==> src/rtl/popcount_mon_pkg.sv <==
// Shared definitions for the approximate-popcount error monitor:
// default sizes, the window FSM state type and the absolute-difference helper.
package popcount_mon_pkg;

  localparam int N_IN_DEF     = 8;
  localparam int CW_DEF       = 4;
  localparam int WIN_LOG2_DEF = 8;

  // Working width of abs_diff; callers zero-extend into it and truncate the result.
  localparam int ABS_W = 16;

  typedef enum logic [1:0] {
    IDLE  = 2'd0,
    RUN   = 2'd1,
    DRAIN = 2'd2,
    DONE  = 2'd3
  } state_t;

  function automatic logic [ABS_W-1:0] abs_diff(input logic [ABS_W-1:0] a,
                                                input logic [ABS_W-1:0] b);
    logic signed [ABS_W:0] d;
    logic        [ABS_W:0] m;
    d = $signed({1'b0, a}) - $signed({1'b0, b});
    m = (d < 0) ? -d : d;
    return m[ABS_W-1:0];
  endfunction

endpackage

==> src/rtl/popcount_err_monitor_if.sv <==
// Sample stream and result record bundle between the monitor and its
// producer/consumer; master is the driving side, slave is the monitor.
interface popcount_err_monitor_if
  import popcount_mon_pkg::*;
#(
  parameter int N_IN     = N_IN_DEF,
  parameter int CW       = CW_DEF,
  parameter int WIN_LOG2 = WIN_LOG2_DEF
) ();

  logic                   in_valid;
  logic                   in_ready;
  logic [N_IN-1:0]        in_vec;
  logic [CW-1:0]          in_approx;
  logic                   res_valid;
  logic                   res_ready;
  logic [WIN_LOG2+CW-1:0] err_sum;
  logic [CW-1:0]          err_max;
  logic [WIN_LOG2:0]      err_cnt;

  modport master (
    output in_valid, in_vec, in_approx, res_ready,
    input  in_ready, res_valid, err_sum, err_max, err_cnt
  );

  modport slave (
    input  in_valid, in_vec, in_approx, res_ready,
    output in_ready, res_valid, err_sum, err_max, err_cnt
  );

endinterface

==> src/rtl/popcount_exact.sv <==
// Golden population counter used as the reference in the accept stage.
module popcount_exact
  import popcount_mon_pkg::*;
#(
  parameter int N_IN = N_IN_DEF,
  parameter int CW   = CW_DEF
) (
  input  logic [N_IN-1:0] vec,
  output logic [CW-1:0]   cnt
);

  always_comb begin
    cnt = '0;
    for (int i = 0; i < N_IN; i++) begin
      cnt = cnt + CW'(vec[i]);
    end
  end

endmodule

==> src/rtl/popcount_err_monitor.sv <==
// Windowed error monitor for an approximate popcount: one accept stage computes
// |approx - exact|, the next edge folds it into sum/max/mismatch accumulators.
module popcount_err_monitor
  import popcount_mon_pkg::*;
#(
  parameter int N_IN     = N_IN_DEF,
  parameter int CW       = CW_DEF,
  parameter int WIN_LOG2 = WIN_LOG2_DEF
) (
  input  logic                    clk,
  input  logic                    rst,
  input  logic                    start,
  input  logic                    abort,
  output logic                    busy,
  popcount_err_monitor_if.slave   bus
);

  localparam int              SUM_W    = WIN_LOG2 + CW;
  localparam int              CNT_W    = WIN_LOG2 + 1;
  localparam int              WIN_SIZE = 1 << WIN_LOG2;
  localparam logic [CNT_W-1:0] LAST_IDX = CNT_W'(WIN_SIZE - 1);

  function automatic logic [CW-1:0] max_mag(input logic [CW-1:0] a,
                                            input logic [CW-1:0] b);
    return (b > a) ? b : a;
  endfunction

  state_t           state;
  logic [CNT_W-1:0] sample_cnt;
  logic             in_ready_q;
  logic             res_valid_q;
  logic             busy_q;

  logic [CW-1:0]    exact_c;
  logic [ABS_W-1:0] diff_full;
  logic [CW-1:0]    diff_c;
  logic             xfer;
  logic             last_xfer;

  logic             vld_p0;
  logic [CW-1:0]    diff_p0;
  logic             mis_p0;

  logic [SUM_W-1:0] err_sum_q;
  logic [CW-1:0]    err_max_q;
  logic [CNT_W-1:0] err_cnt_q;

  popcount_exact #(
    .N_IN (N_IN),
    .CW   (CW)
  ) u_exact (
    .vec (bus.in_vec),
    .cnt (exact_c)
  );

  // Inputs are below 2^CW, so the wide magnitude always fits in CW bits.
  assign diff_full = abs_diff(ABS_W'(bus.in_approx), ABS_W'(exact_c));
  assign diff_c    = diff_full[CW-1:0];

  assign xfer      = bus.in_valid & in_ready_q;
  assign last_xfer = xfer & (sample_cnt == LAST_IDX);

  // ---- accept stage p0: difference captured on the transfer edge ----
  always_ff @(posedge clk) begin
    if (xfer) begin
      diff_p0 <= diff_c;
      mis_p0  <= |diff_c;
    end
  end

  // ---- control, p0 valid and accumulators ----
  always_ff @(posedge clk or posedge rst) begin
    if (rst) begin
      state       <= IDLE;
      sample_cnt  <= '0;
      vld_p0      <= 1'b0;
      in_ready_q  <= 1'b0;
      res_valid_q <= 1'b0;
      busy_q      <= 1'b0;
      err_sum_q   <= '0;
      err_max_q   <= '0;
      err_cnt_q   <= '0;
    end else if (abort) begin
      state       <= IDLE;
      vld_p0      <= 1'b0;
      in_ready_q  <= 1'b0;
      res_valid_q <= 1'b0;
      busy_q      <= 1'b0;
    end else begin
      vld_p0 <= xfer;

      if (vld_p0) begin
        err_sum_q <= err_sum_q + SUM_W'(diff_p0);
        err_max_q <= max_mag(err_max_q, diff_p0);
        err_cnt_q <= err_cnt_q + CNT_W'(mis_p0);
      end

      case (state)
        IDLE: begin
          if (start) begin
            err_sum_q  <= '0;
            err_max_q  <= '0;
            err_cnt_q  <= '0;
            sample_cnt <= '0;
            in_ready_q <= 1'b1;
            busy_q     <= 1'b1;
            state      <= RUN;
          end
        end
        RUN: begin
          if (xfer) begin
            sample_cnt <= sample_cnt + 1'b1;
          end
          // Dropping ready on this edge guarantees nothing past the window is taken.
          if (last_xfer) begin
            in_ready_q <= 1'b0;
            state      <= DRAIN;
          end
        end
        DRAIN: begin
          if (vld_p0) begin
            busy_q <= 1'b0;
            state  <= DONE;
          end
        end
        DONE: begin
          // Accumulators settle on DONE entry; the record is offered one edge later.
          if (!res_valid_q) begin
            res_valid_q <= 1'b1;
          end else if (bus.res_ready) begin
            res_valid_q <= 1'b0;
            state       <= IDLE;
          end
        end
        default: state <= IDLE;
      endcase
    end
  end

  assign bus.in_ready  = in_ready_q;
  assign bus.res_valid = res_valid_q;
  assign bus.err_sum   = err_sum_q;
  assign bus.err_max   = err_max_q;
  assign bus.err_cnt   = err_cnt_q;
  assign busy          = busy_q;

endmodule
==> src/flat_wrapper.sv <==
// flat-port wrapper written by rule: the top's interface ports become plain ports
module popcount_err_monitor_flat import popcount_mon_pkg::*;
#(
  parameter int N_IN     = N_IN_DEF,
  parameter int CW       = CW_DEF,
  parameter int WIN_LOG2 = WIN_LOG2_DEF
)
  (clk, rst, start, abort, busy, bus_in_valid, bus_in_vec, bus_in_approx, bus_res_ready, bus_in_ready, bus_res_valid, bus_err_sum, bus_err_max, bus_err_cnt);
  popcount_err_monitor_if #(.N_IN(N_IN), .CW(CW), .WIN_LOG2(WIN_LOG2)) bus_i ();
  input  logic clk;
  input  logic rst;
  input  logic start;
  input  logic abort;
  output logic busy;
  input wire logic [$bits(bus_i.in_valid)-1:0] bus_in_valid;
  input wire logic [$bits(bus_i.in_vec)-1:0] bus_in_vec;
  input wire logic [$bits(bus_i.in_approx)-1:0] bus_in_approx;
  input wire logic [$bits(bus_i.res_ready)-1:0] bus_res_ready;
  output wire logic [$bits(bus_i.in_ready)-1:0] bus_in_ready;
  output wire logic [$bits(bus_i.res_valid)-1:0] bus_res_valid;
  output wire logic [$bits(bus_i.err_sum)-1:0] bus_err_sum;
  output wire logic [$bits(bus_i.err_max)-1:0] bus_err_max;
  output wire logic [$bits(bus_i.err_cnt)-1:0] bus_err_cnt;
  assign bus_i.in_valid = bus_in_valid;
  assign bus_i.in_vec = bus_in_vec;
  assign bus_i.in_approx = bus_in_approx;
  assign bus_i.res_ready = bus_res_ready;
  assign bus_in_ready = bus_i.in_ready;
  assign bus_res_valid = bus_i.res_valid;
  assign bus_err_sum = bus_i.err_sum;
  assign bus_err_max = bus_i.err_max;
  assign bus_err_cnt = bus_i.err_cnt;
  popcount_err_monitor #(.N_IN(N_IN), .CW(CW), .WIN_LOG2(WIN_LOG2)) u_core (.clk(clk), .rst(rst), .start(start), .abort(abort), .busy(busy), .bus(bus_i));
endmodule
==> config.mk <==
export PLATFORM = sky130hd
export DESIGN_NAME = popcount_err_monitor_flat
export DESIGN_NICKNAME = d
export VERILOG_FILES = /design/src/rtl/popcount_mon_pkg.sv /design/src/rtl/popcount_err_monitor_if.sv /design/src/rtl/popcount_exact.sv /design/src/rtl/popcount_err_monitor.sv /design/src/flat_wrapper.sv
export SDC_FILE = /design/constraint.sdc
export NUM_CORES = 1
export LEC_CHECK = 0
export CORE_MARGIN = 3
export CORE_UTILIZATION = 30
export DETAILED_ROUTE_END_ITERATION = 8
export MAX_ROUTING_LAYER = met4
export PLACE_DENSITY = 0.52
export SKIP_CTS_REPAIR_TIMING = 1
export SLEW_MARGIN = 20
export SYNTH_ARGS = -nofsm -noshare
export SYNTH_HDL_FRONTEND = slang
export SYNTH_HIERARCHICAL = 1
export SYNTH_SLANG_ARGS = --single-unit
==> constraint.sdc <==
create_clock -name clk -period 2.7 [get_ports clk]
set_clock_uncertainty 0.1 [all_clocks]
set_input_delay 0.27 -clock clk [delete_from_list [all_inputs] [get_ports clk]]
set_output_delay 0.27 -clock clk [all_outputs]
set_load 0.01 [all_outputs]
==> results of run 1 <==
[metal layers]
metal  GRT usage, %  share of wire, %  up-vias
li1               -                 -     1193
met1          15.58                47     1132
met2          20.48                48       41
met3          2.421               4.4        9
met4          3.134               1.1        0
met5              -                 0        -
[worst register-to-register path: stages, from the launching register on]
cell	delay, ns
dfrtp_1	0.41
inv_1	0.10
ha_1	0.33
mux2i_1	0.24
or3_4	0.40
or4_1	0.50
a21oi_1	0.16
[power by group through the flow]
stage	Combinational, mW	Sequential, mW	Clock, mW
CTS	1.30	0.990	0.435
global placement	1.26	1.00	0
detailed placement	1.30	1.00	0
global route	1.69	1.01	0.455
finish	1.53	0.987	0.408
floorplan	0.813	1.00	0
[layout make-up]
| cell class | count | area, um^2 | area share (%) |
|---|---|---|---|
| clock buffers | 8 | 80.08 | 2.094 |
| inverters | 32 | 127.6 | 3.337 |
| multi-input cells | 222 | 1719 | 44.95 |
| flip-flops and latches | 45 | 1151 | 30.09 |
| well taps | 129 | 161.4 | 4.220 |
| repair buffers | 62 | 585.6 | 15.31 |
[through the flow]
stage	utilization [%]	instances	instance area [um^2]	hold WS, ns
6_report	41.01	498	3825	0.3119
3_5_place_dp	38.78	486	3617	0.4090
2_1_floorplan	-	308	2934	0.3774
5_1_grt	41.01	498	3825	0.3850
4_1_cts	39.64	494	3697	0.3419
3_3_place_gp	38.78	486	3617	0.4019
[cell usage after synthesis (4+ instances only)]
master	count	area (um^2)
dfrtp_1	40	1001
inv_1	32	120.1
nand2_1	30	112.6
nor2_1	25	93.84
ha_1	24	300.3
a21oi_1	21	105.1
o21ai_0	14	70.07
nand3_1	10	50.05
mux2i_1	8	80.08
and4_1	7	61.31
clkbuf_1	7	26.28
xnor2_1	7	61.31
fa_1	6	120.1
nor2b_1	6	37.54
xor2_1	6	52.55
edfxtp_1	5	150.1
nand2b_1	5	31.28
or4_1	5	37.54
a22o_1	4	35.03
nor3_1	4	20.02
o31ai_1	4	30.03
[state kept, by name, indices dropped and copies added, names as in the netlist]
name / cells
u_core/bus.res_valid: 1
u_core/busy: 1
u_core/bus.in_ready: 1
u_core/diff_p0: 4
u_core/state: 2
u_core/vld_p0: 1
u_core/bus.err_sum: 12
u_core/sample_cnt: 9
u_core/bus.err_max: 4
u_core/bus.err_cnt: 9
u_core/mis_p0: 1
[worst max-delay path by stage]
stage | endpoint | depth (start not counted)
2_1_floorplan | u_core/mis_p0 | 14
3_3_place_gp | u_core/diff_p0[2] | 15
3_5_place_dp | u_core/diff_p0[2] | 15
4_1_cts | u_core/mis_p0 | 15
5_1_grt | u_core/mis_p0 | 15
6_report | u_core/mis_p0 | 15
[kinds of logic (layout without fill, tap and decap cells)]
family	Yosys count	count (layout)
and+or+nand+nor	111	111
AOI/OAI and AO/OA	59	59
DFF	45	45
buffers and inverters	41	102
adders and majority gates	30	30
xor gates and xnor gates	13	13
muxes	9	9
==> impl_results.md, run 1 <==
* Largest net degree at the start of global routing at 41
* Fin nets at 416
* CP max stage cell: fa_2
* Max incr delay on CP at slightly above 0.6 ns
* Reg-to-reg slack, setup at approximately 0.38 ns
* Placement Setup Slack at -1.831 ns
* RSZ-0062 raised after global routing: yes
* Vias in the first global route at 2287
* Most common cell after layout, fill and taps aside: clkdlybuf4s50_1
* Die Height at about 100 um
* Fin crit share at 142.5%
* Hold Crit Class: input port to asynchronous set/reset pin
* Min cycle time layout at 3.848 ns
* Area grow syn2layout at 31.37%
* Initial Utilization at a little under a third
* Sequential cell area fraction in the yosys report at about two fifths
* 1st-iter DRT viols at slightly above 90
* Num CTS Buffers at 5
* Post-synth EDFFs at 5
* CP Max Fanout at 2
* Vias/cell at roughly 4.8
* Data required time at the worst endpoint at around 2.7 ns
* Final setup viols at 4
* Hpwl dp at ~4.7 mm
* Initial antenna violation count at 0
* Combinational share of power at a little over half
* Worst rel slew slack at between 50% and 60%
* Std cell rows at 35
* Sw power at around 1.1 mW
* Core footprint at about 9300 um^2
* Fmax at around 260 MHz
* TritonCTS clock tree: done
* Startpoint Class: input port
* Clock slew at reported path FFs at ~0.080 ns
* Final Power at a little under 3 mW
* Antenna-violating nets left at 0
* Failing checks: setup timing
* FF+latch count, synth at 45
* Post-synthesis simple-gate area fraction at about a fifth
* Total grt overflow at 0
* Adder-Cell Fraction of Synth Area at roughly 14%
* Switching Share at about two fifths
* Clk sinks at 45
* Die Area at ~11000 um^2
* Sum Neg Setup Slack at -4.274 ns
* Antenna Cells at 0
* Flop pwr share at between 30% and 40%
* Area of the mapped netlist at 2912 um^2
* Worst Path Buf+Inv at 5
* Critical R2R Launch: u_core/state[1]
* Post-Synth XOR/XNOR Area at under 10%
* Yosys cell types at 47
* Mean Syn Cell Area at 9.453 um^2
* Post-synth net total at approximately 360
* Routed len/inst at 13.30 um
* Commonest non-fill, non-tap cells in the layout: clkdlybuf4s50_1 (42), dfrtp_1 (40), nand2_1 (28), inv_1 (27), nor2_1 (25)
* Yosys warnings at 6
* Setup crit end kind: register
* Worst r2r dst: u_core/sample_cnt[7]
* Hold Fails Final Rpt at 0
* Worst Path Arrival at ~3.8 ns
* WS Path Type: input port to register
* Critical-path cell list: buf_8, inv_8, fa_1, fa_1, fa_1, inv_2, ha_4, inv_2, fa_2, inv_2, fa_2, ha_4, nand2_4, nor3b_2, mux2i_1
* Post-synthesis mux area share at about 3.1%
* Die W at around 100 um
* Layout cells sized above 1 at approximately 14%
* RePlAce Congestion at between 0.8 and 0.9
* R2R depth at 6
* Worst-case clock buffer depth at 2
* Leak Pwr at 1.663 nW
* Root Driver: clkbuf_8
* Count of pins over their slew limit at 0
* Post-synthesis async set-or-reset flop share at between 80% and 90%
* Clock Latency Late Sink at approximately 0.29 ns
* Vias at between 2000 and 2500
* # Max-Cap Violations at 0
* Ports at 46
* IO Port Bufs at 45
* Final worst slack at -1.148 ns
* Synth Instances at between 300 and 400
* Global-route wire length before repair at around 11 mm
* GRT Total Usage at between 10 and 15%
* Top_reg_cell synth: dfrtp_1
* Peak VDD IR at 0.3237 mV
* Cell area power density at 764.7 nW/um^2
* Routed wire length at 6.621 mm
* Clk pwr share at roughly 14%
* Synth Area in Compound Gates at between 10% and 20%
* Drt pass-1 iters at 6
* Top delay family on crit path: adder cells
* Largest family of logic cells by synthesized area: simple AND/OR/NAND/NOR gates
* Beginning of the critical path: bus_in_vec[0]
* Fill count at 930
* Status: finished with violations
* DRC viols at 0
* Internal at between 1.5 and 2 mW
* Htree depth at 2
* Slew @ Worst Pin at 0.6772 ns
(Power assumes the default switching activity.)
==> inputs of run 2 (changes only) <==
Settings changed: SLEW_MARGIN 20 to 10.
==> results of run 2 <==
Final layout, timing and power as in run 1 (identical DEF).
==> inputs of run 3 (changes only) <==
Settings changed: CORE_MARGIN 3 to 4, GPL_ROUTABILITY_DRIVEN set to 0.
==> impl_results.md, run 3 (same netlist as run 1, synthesis figures left out) <==
* DR WL met3 at 271 um
* Data required time at the worst endpoint at between 2 and 3 ns
* Area grow syn2layout at 30.86%
* Count of pins over their slew limit at 0
* Hold Crit Class: input port to asynchronous set/reset pin
* Clk sinks at 45
* Sum Neg Setup Slack at -4.010 ns
* IO Port Bufs at 45
* RSZ-0062 raised after global routing: yes
* Worst Path Buf+Inv at 5
* Cell area power density at around 760 nW/um^2
* Min cycle time layout at 3.785 ns
* Met2 routed WL at about 3 mm
* Initial antenna violation count at 0
* Vias at 2353
* Vias in the first global route at ~2200
* Layout cells sized above 1 at between 10% and 20%
* Highest metal used: met4
* Slew @ Worst Pin at between 0.6 and 0.7 ns
* 1st-iter DRT viols at around 110
* Cell area after layout at between 3000 and 4000 um^2
* TritonCTS clock tree: done
* Htree depth at 2
* Met1 wire length at 3.140 mm
* Startpoint Class: input port
* # Max-Cap Violations at 0
* CP Max Fanout at 2
* Worst hold slack at about 0.31 ns
* Max reg flops at 12
* Initial Utilization at 31.21%
* CP max stage cell: fa_2
* Commonest non-fill, non-tap cells in the layout: clkdlybuf4s50_1 (42), dfrtp_1 (40), nand2_1 (28), inv_1 (27), nor2_1 (25)
* Worst Path Arrival at 3.73 ns
* Final setup viols at 4
* Post-place instance area at ~3600 um^2
* Clock slew at reported path FFs at roughly 0.08 ns
* Die Area at ~11000 um^2
* Critical-path cell list: buf_6, inv_2, fa_1, fa_1, fa_1, inv_2, ha_4, inv_2, fa_1, inv_2, fa_2, ha_4, nand2_4, nor3b_2, mux2i_1
* Antenna-violating nets left at 0
* DRC viols at 0
* Max incr delay on CP at 0.61 ns
* Root Driver: clkbuf_8
* Clock Latency Late Sink at about 0.3 ns
* Core footprint at about 9300 um^2
* Fmax at between 200 and 300 MHz
* Worst rel slew slack at a little under three fifths
* Antenna Cells at 0
* Num CTS Buffers at 5
* Fin crit share at 140.2%
* Placement Setup Slack at -1.807 ns
* Routed wire length at 6.556 mm
* Ports at 46
* Final core utilization at between 40% and 50%
* Total grt overflow at 0
* Final worst slack at -1.085 ns
* Vias/cell at roughly 4.8
* GRT Total Usage at around an eighth
* Setup crit end kind: register
* Status: finished with violations
* Global-route wire length before repair at 11.06 mm
* Peak VDD IR at about 0.32 mV
* Largest net degree at the start of global routing at between 40 and 50
* WS Path Type: input port to register
* Std cell rows at 35
* Routed len/inst at approximately 13 um
* Hpwl dp at a little under 5 mm
* Fin nets at between 400 and 500
* Most common cell after layout, fill and taps aside: clkdlybuf4s50_1
* Drt pass-1 iters at 4
* Top delay family on crit path: adder cells
* Failing checks: setup timing
* Die Height at ~110 um
* Leak Pwr at about 1.7 nW
* Hold Fails Final Rpt at 0
* Die W at about 110 um
* Worst-case clock buffer depth at 2
run 3: cell types whose count changed in the layout (fill, tap and decap cells not counted):
cell / delta
fa_2: -1
buf_6: +2
buf_12: -1
clkbuf_1: -3
clkbuf_8: +2
ha_2: -1
fa_1: +1
clkinv_2: +1
ha_4: +1
buf_8: -1
a21oi_4: -1
a21oi_1: +1
buf_4: -2
clkbuf_2: -1
run 3: routing by layer:
| layer | up-vias | global-route usage (%) |
|---|---|---|
| li1 | 1187 | - |
| met1 | 1113 | 16.50 |
| met2 | 46 | 19.23 |
| met3 | 7 | 2.064 |
| met4 | 0 | 4.110 |
| met5 | - | - |
run 3: worst register-to-register path, stage by stage (launching register included):
cell and delay (ns):
dfrtp_1 0.41, inv_1 0.10, ha_1 0.35, mux2i_1 0.23, or3_4 0.40, or4_1 0.50
a21oi_1 0.15
run 3: stage by stage:
step / std cells / power (mW)
2_1_floorplan: 308 / 1.816
3_3_place_gp: 486 / 2.266
3_5_place_dp: 486 / 2.296
4_1_cts: 494 / 2.771
5_1_grt: 495 / 3.186
6_report: 495 / 2.911
run 3: layout make-up:
class / count / area, um^2
Fill cell: 921 / 5518
Sequential cell: 45 / 1151
Clock buffer: 7 / 96.34
Clock inverter: 1 / 5.005
Timing Repair Buffer: 59 / 553.0
Multi-Input combinational cell: 222 / 1715
Inverter: 32 / 127.6
Tap cell: 129 / 161.4
run 3: path summary, 6_finish.rpt:
path | from | end | slack, ns | depth (start not counted)
setup / recovery | bus_in_vec[1] | u_core/mis_p0 | -1.09 | 15
hold reg to reg | u_core/sample_cnt[0] | u_core/sample_cnt[0] | 0.41 | 1
max in group asynchronous | rst | u_core/bus.err_cnt[2] | 1.83 | 3
setup reg to reg | u_core/state[1] | u_core/sample_cnt[7] | 0.39 | 6
hold / removal | rst | u_core/bus.res_valid | 0.31 | 3
min in group clk | u_core/sample_cnt[0] | u_core/sample_cnt[0] | 0.41 | 1
run 3: where the power goes:
part	internal [mW]	total (mW)	leakage (nW)	switching (mW)
logic	0.744	1.46	1.02	0.720
clock network	0.232	0.461	0.0542	0.229
registers	0.838	0.987	0.588	0.149
